<file path="config.mk">
export PLATFORM = sky130hd
export DESIGN_NAME = clock_gen_multi
export DESIGN_NICKNAME = d
export VERILOG_FILES = /design/src/rtl/clock_gen_multi.sv
export SDC_FILE = /design/constraint.sdc
export NUM_CORES = 1
export LEC_CHECK = 0
export CORE_MARGIN = 3
export CORE_UTILIZATION = 58
export CTS_CLUSTER_SIZE = 30
export DETAILED_ROUTE_END_ITERATION = 10
export GPL_ROUTABILITY_DRIVEN = 0
export PLACE_DENSITY = 0.87
export SYNTH_ARGS = -nofsm -noshare
export SYNTH_HDL_FRONTEND = slang
export SYNTH_SLANG_ARGS = --single-unit
</file>
<file path="constraint.sdc">
create_clock -name clock -period 2.98 [get_ports clock]
set_input_delay 0.447 -clock clock [delete_from_list [all_inputs] [get_ports clock]]
set_output_delay 0.447 -clock clock [all_outputs]
set_load 0.02 [all_outputs]
</file>
<file path="src/rtl/clock_gen_multi.sv">
// NUM_CH phase-aligned divided clocks with per-channel rise ticks and a common-edge sync tick.
// Define CLKGEN_GATE_EN to add the ch_en port for glitch-free per-channel gating.
module clock_gen_multi #(
  parameter int NUM_CH = 4,
  parameter int CNT_W  = 8
) (
  input  logic                    clock,
  input  logic                    reset,
  input  logic                    load,
  input  logic [NUM_CH*CNT_W-1:0] div_in,
  output logic [NUM_CH-1:0]       clk_out,
  output logic [NUM_CH-1:0]       rise_tick,
  output logic                    sync_tick
`ifdef CLKGEN_GATE_EN
  ,
  input  logic [NUM_CH-1:0]       ch_en
`endif
);

  logic [NUM_CH-1:0] active;

  for (genvar i = 0; i < NUM_CH; i++) begin : g_ch
    localparam logic [CNT_W-1:0] H_RST = CNT_W'(2**i);

    logic [CNT_W-1:0] h_q;
    logic [CNT_W-1:0] cnt_q;
    logic             clk_q;
    logic             rise_q;
    logic [CNT_W-1:0] fld;
    logic [CNT_W-1:0] h_m1;

    assign fld  = div_in[i*CNT_W +: CNT_W];
    assign h_m1 = h_q - 1'b1;

    always_ff @(posedge clock or posedge reset) begin
      if (reset) begin
        h_q    <= H_RST;
        cnt_q  <= H_RST - 1'b1;
        clk_q  <= 1'b0;
        rise_q <= 1'b0;
      end else if (load) begin
        h_q    <= fld;
        cnt_q  <= (fld == '0) ? '0 : fld - 1'b1;
        clk_q  <= 1'b0;
        rise_q <= 1'b0;
      end else if (h_q == '0) begin
        cnt_q  <= '0;
        clk_q  <= 1'b0;
        rise_q <= 1'b0;
`ifdef CLKGEN_GATE_EN
      end else if (!ch_en[i] && !clk_q) begin
        // Parked at H-1 so re-enable rises on the very next edge.
        cnt_q  <= h_m1;
        rise_q <= 1'b0;
`endif
      end else if (cnt_q == h_m1) begin
        cnt_q  <= '0;
        clk_q  <= ~clk_q;
        rise_q <= ~clk_q;
`ifdef CLKGEN_GATE_EN
        if (!ch_en[i]) cnt_q <= h_m1;
`endif
      end else begin
        cnt_q  <= cnt_q + 1'b1;
        rise_q <= 1'b0;
      end
    end

    assign clk_out[i]   = clk_q;
    assign rise_tick[i] = rise_q;
`ifdef CLKGEN_GATE_EN
    assign active[i]    = (h_q != '0) && ch_en[i];
`else
    assign active[i]    = (h_q != '0);
`endif
  end

  // Inactive channels are masked to 1 so they do not block the AND.
  assign sync_tick = (|active) && (&(rise_tick | ~active));

endmodule

</file>
After elaboration in Yosys (flattened, before gate mapping)
Cells that the tools add are included.
{"block": "totals", "in_bits": 35, "regBits": 72}
{"block": "classes", "mux": 40, "eq_ne": 4, "bitwise": 6, "reduce_logical": 19, "add_sub_neg": 12}
{"operator": "$mux W8", "n": 16}
{"operator": "$logic_not A8 Y1", "n": 8}
{"operator": "$sub A8 B1 Y8 const B", "n": 8}
{"operator": "$add A8 B1 Y8 const B", "n": 4}
{"operator": "$eq A8 B8 Y1", "n": 4}
{"operator": "$reduce_bool A8 Y1", "n": 4}
{"operator": "$mux W1", "n": 24}
{"operator": "$reduce_bool A3 Y1", "n": 4}
{"operator": "$not A1 Y1", "n": 4}
{"operator": "$not A4 Y4", "n": 1}
{"operator": "$or A4 B4 Y4", "n": 1}
{"operator": "$reduce_and A4 Y1", "n": 1}
{"operator": "$reduce_or A4 Y1", "n": 1}
{"operator": "$logic_and A1 B1 Y1", "n": 1}

Depth between registers and ports, before layout
{"block": "logic_depth", "ltp_word": 5, "depth_mapped": 7, "ltp_nobuf": 7}

Worst setup path before layout
No wires, ideal clock.
{"block": "synth_timing", "path_kind": "reg2out", "startpoint": "register g_ch[0].h_q[2]", "endpoint": "output port sync_tick", "n_path_buf": 0, "stages_incl_launch_ff": 5, "arrival_time_ns": 1.928, "slack_ns": 0.605, "cell_sequence": "dfrtp_1 nor4_1 nand3_1 nand2b_1 nor4bb_1"}
{"block": "synth_between", "elab_chain_cells": 5, "word_cells_on_any_way": 6, "classes_between": "2 x bitwise; 4 x reduce/logical"}
{"element": "from (decl)", "line_no": "25", "rtl": "logic [CNT_W-1:0] h_q;"}
{"element": "from (signal assigned)", "line_no": "42", "rtl": "h_q <= fld;"}
{"element": "$reduce_bool A8 Y1 (*)", "line_no": "74", "rtl": "assign active[i] = (h_q != '0);"}
{"element": "$not A4 Y4", "line_no": "79", "rtl": "assign sync_tick = (|active) && (&(rise_tick | ~active));"}
{"element": "$or A4 B4 Y4", "line_no": "79"}
{"element": "$reduce_and A4 Y1", "line_no": "79"}
{"element": "$logic_and A1 B1 Y1 (*)", "line_no": "79"}
{"element": "to (decl)", "line_no": "13", "rtl": "output logic sync_tick"}
Mark *: on every way between the ends. The rest lies on a longest branch, timed or not.

Worst setup path after layout
{"block": "layout_timing", "startpoint": "register g_ch[2].h_q[3]", "endpoint": "output port sync_tick"}
{"block": "layout_between", "elab_chain_cells": 5, "word_cells_on_any_way": 6, "classes_between": "2 x bitwise; 4 x reduce/logical"}
{"element": "from (decl)", "line_no": "25"}
{"element": "from (signal assigned)", "line_no": "42"}
{"element": "$reduce_bool A8 Y1 (*)", "line_no": "74"}
{"element": "$not A4 Y4", "line_no": "79"}
{"element": "$or A4 B4 Y4", "line_no": "79"}
{"element": "$reduce_and A4 Y1", "line_no": "79"}
{"element": "$logic_and A1 B1 Y1 (*)", "line_no": "79"}
Marked as above.

==> results.py <==
metrics = {
    "power_and_ir_drop": {
        "swShare_pct": 31.77,
        "combPwrFrac_pct": 23.7,
        "p_sw_mw": 0.8549,
        "p_int_mw": 1.836,
        "p_per_area_nw_per_um2": 494.4,
        "power.clock.fraction_pct": 30.0,
        "power_leakage_nw": 2.227,
        "seqPwrFrac_pct": 46.3,
        "ir_worst_vdd_mv": 0.3766,
    },
    "clock_network": {
        "clock-root-buffer": "clkbuf_8",
        "cts_setup_buffers": 0,
        "cts-buffers-inserted": 9,
        "clk_path_buf_depth": 2,
        "clkLatencyLatePin_ns": 0.36,
        "clock_sinks": 72,
        "clk_pin_slew_ns": 0.09,
        "cts_tree": "done",
        "htreeDepth": 3,
    },
    "finish": {
        "fin_util_pct": 69.71,
        "nFillCells": 586,
        "area_growth_pct": 15.29,
        "finalNetCount": 580,
        "diodes": 0,
        "drive_gt1_share_pct": 13.86,
    },
    "critical_path": {
        "crit_type": "flip-flop to output port",
        "rrSetupSlack_ns": 0.56,
        "endpoint": "sync_tick",
        "critPathCaptureType": "output port",
        "cp-start-kind": "flip-flop",
        "critPathLaunch": "g_ch[2].h_q[3]",
        "cp.arrival_ns": 2.28,
        "rr_startpoint": "g_ch[0].h_q[0]",
        "worstPathRequired_ns": 2.53,
        "timing.rr.end": "g_ch[0].cnt_q[2]",
        "critPathMaxFanout": 6,
        "r2r_cells": 6,
    },
    "floorplanning": {
        "die_w_um": 96.22,
        "core_um2": 7807,
        "die-area_um2": 9257,
        "die_h_um": 96.22,
        "start_util_pct": 60.46,
        "num_io_pins": 44,
        "num_rows": 32,
    },
    "synthesis": {
        "synth_most_common_cell": "dfrtp_1",
        "synthCells": 486,
        "synthTopCellsByCount": "dfrtp_1 (62), xor2_1 (42), inv_1 (27), nand2_1 (27), nand3_1 (27)",
        "syn_area_um2": 4721,
        "syn_nets": 537,
        "netlist_top_cells_area": "dfrtp_1 (33%), xor2_1 (7.8%), mux2_2 (6.2%), dfstp_2 (5.6%), xnor2_1 (4.8%)",
        "synth_area_per_cell_um2": 9.714,
        "async_flop_share_pct": 100.0,
        "synth-main-ff-cell": "dfrtp_1",
        "yosysSeqAreaShare_pct": 38.43,
        "netlist.area_leader.share_pct": 32.87,
        "yosys.area.top_type": "dfrtp_1",
        "synth_edf_count": 0,
        "synth_seq_cells": 72,
        "yosysUniqueCellTypes": 53,
        "yosys_warnings": 0,
    },
    "drt": {
        "final_antenna_net_count": 0,
        "via_count": 3923,
        "wl_per_cell_um": 16.73,
        "vias_per_cell": 6.168,
        "drc": 0,
        "drt_iter0_drc": 193,
        "firstDrtPassIters": 5,
        "wl_um": 10640,
    },
    "sta": {
        "finalMaxSlewViolations": 0,
        "finClkSkew_ns": 0.01190,
        "setup_violations": 0,
        "rsz0062_at_grt": "no",
        "slew_headroom_pct": 45.96,
        "max_freq_ghz": 0.3664,
        "timing.hold.ws_ns": 0.4291,
        "period_minus_slack_ns": 2.729,
        "worstMarginPinSlew_ns": 0.7901,
        "tns_ns": 0,
        "min_period_over_period_pct": 91.58,
        "finalHoldViolations": 0,
    },
    "global_routing": {
        "antenna_found_initial": 0,
        "grt_pass1_vias": 3842,
        "overflow": 0,
        "grt_first_pass_wirelength_um": 17690,
        "grt_max_degree": 52,
        "grt_usage_pct": 24.69,
    },
    "status": {
        "status": "finished, final reports clean",
    },
    "placed_design": {
        "port_buffers": 43,
        "hpwlAfterDp_um": 7843,
    },
    "hold_path": {
        "min_path_type": "input port to async pin",
    },
    "flow_run": {
        "drv_cap": 0,
    },
}
area by class of cell:
| type | instances | area (um2) | area share [%] |
|---|---|---|---|
| multi-input cells | 369 | 2708 | 49.75 |
| clock buffers | 11 | 151.4 | 2.782 |
| inverters | 28 | 105.1 | 1.931 |
| flip-flops and latches | 72 | 1814 | 33.33 |
| well taps | 102 | 127.6 | 2.345 |
| clock inverters | 5 | 55.05 | 1.011 |
| repair buffers | 49 | 481.7 | 8.851 |
flip-flops by register name (all words and copies together) (netlist names):
name / count
g_ch.clk_q: 4
g_ch.cnt_q: 32
g_ch.h_q: 32
g_ch.rise_q: 4
worst max-delay path, cell delays in order, from the launching register on:
cell           delay, ns
dfrtp_1             0.45
nor4_2              0.42
nand3_1             0.25
a21oi_1             0.19
nor4bb_1            0.24
dlygate4sd2_1       0.37
through the flow:
stage               power (mW)  std cells  area, um2  worst slack [ns]
floorplan                1.693        486       4721            0.6054
global placement         1.859        620       5238            0.3552
detailed placement       1.894        620       5238            0.3131
CTS                      2.693        636       5443            0.2331
global route             2.834        636       5443           0.01198
finish                   2.691        636       5443            0.2509
worst min-delay path by stage:
stage / end / slack [ns] / depth (start not counted)
5_1_grt: g_ch[1].clk_q / 0.49 / 2
3_5_place_dp: g_ch[1].h_q[1] / 0.54 / 2
6_report: g_ch[1].clk_q / 0.43 / 2
2_1_floorplan: g_ch[1].h_q[1] / 0.50 / 2
4_1_cts: g_ch[1].clk_q / 0.45 / 2
3_3_place_gp: g_ch[1].h_q[1] / 0.52 / 2
cells by family after synthesis:
logic type	count (synthesis)	share of synthesized area (%)
adders and majority gates	16	4.241
AOI/OAI and AO/OA	86	12.56
xor gates and xnor gates	68	12.62
muxes	31	7.395
buffers and inverters	45	4.214
and+or+nand+nor	168	20.54
DFF	72	38.43
power groups by stage:
stage	registers (mW)	logic [mW]	clock network, mW
floorplan	1.22	0.476	0
global placement	1.25	0.605	0
detailed placement	1.26	0.632	0
CTS	1.24	0.638	0.812
global route	1.26	0.707	0.863
finish	1.25	0.639	0.806
metal layers:
metal  vias to the layer above  GRT usage (%)  share of wire [%]
met5                         -              0                  0
met4                         0          9.479                1.9
met3                        23          5.160                5.2
met2                       122          41.86                 50
met1                      1916          30.77                 43
li1                       1862              -                  -
cell usage in the layout, fill, tap and decap left out, types with 6 or more instances in the layout:
cell / count
dfrtp_1: 62
xor2_1: 42
clkdlybuf4s50_1: 41
nand3_1: 27
nand2_1: 27
inv_1: 26
xnor2_1: 26
mux2_2: 26
nor3_1: 25
nor2_1: 24
o32ai_1: 23
a21oi_1: 21
and3_1: 19
ha_1: 16
clkbuf_8: 11
o21ai_0: 10
dfstp_2: 10
o22ai_1: 9
nor4_1: 6
what timing repair did:
action                                  4_1_cts  5_1_grt
resized for setup                             1        0
hold endpoints to repair                      0        0
endpoints found under the setup margin        1        0
hold buffers                                  0        0
Note: power is estimated with default switching activity, not from simulation.
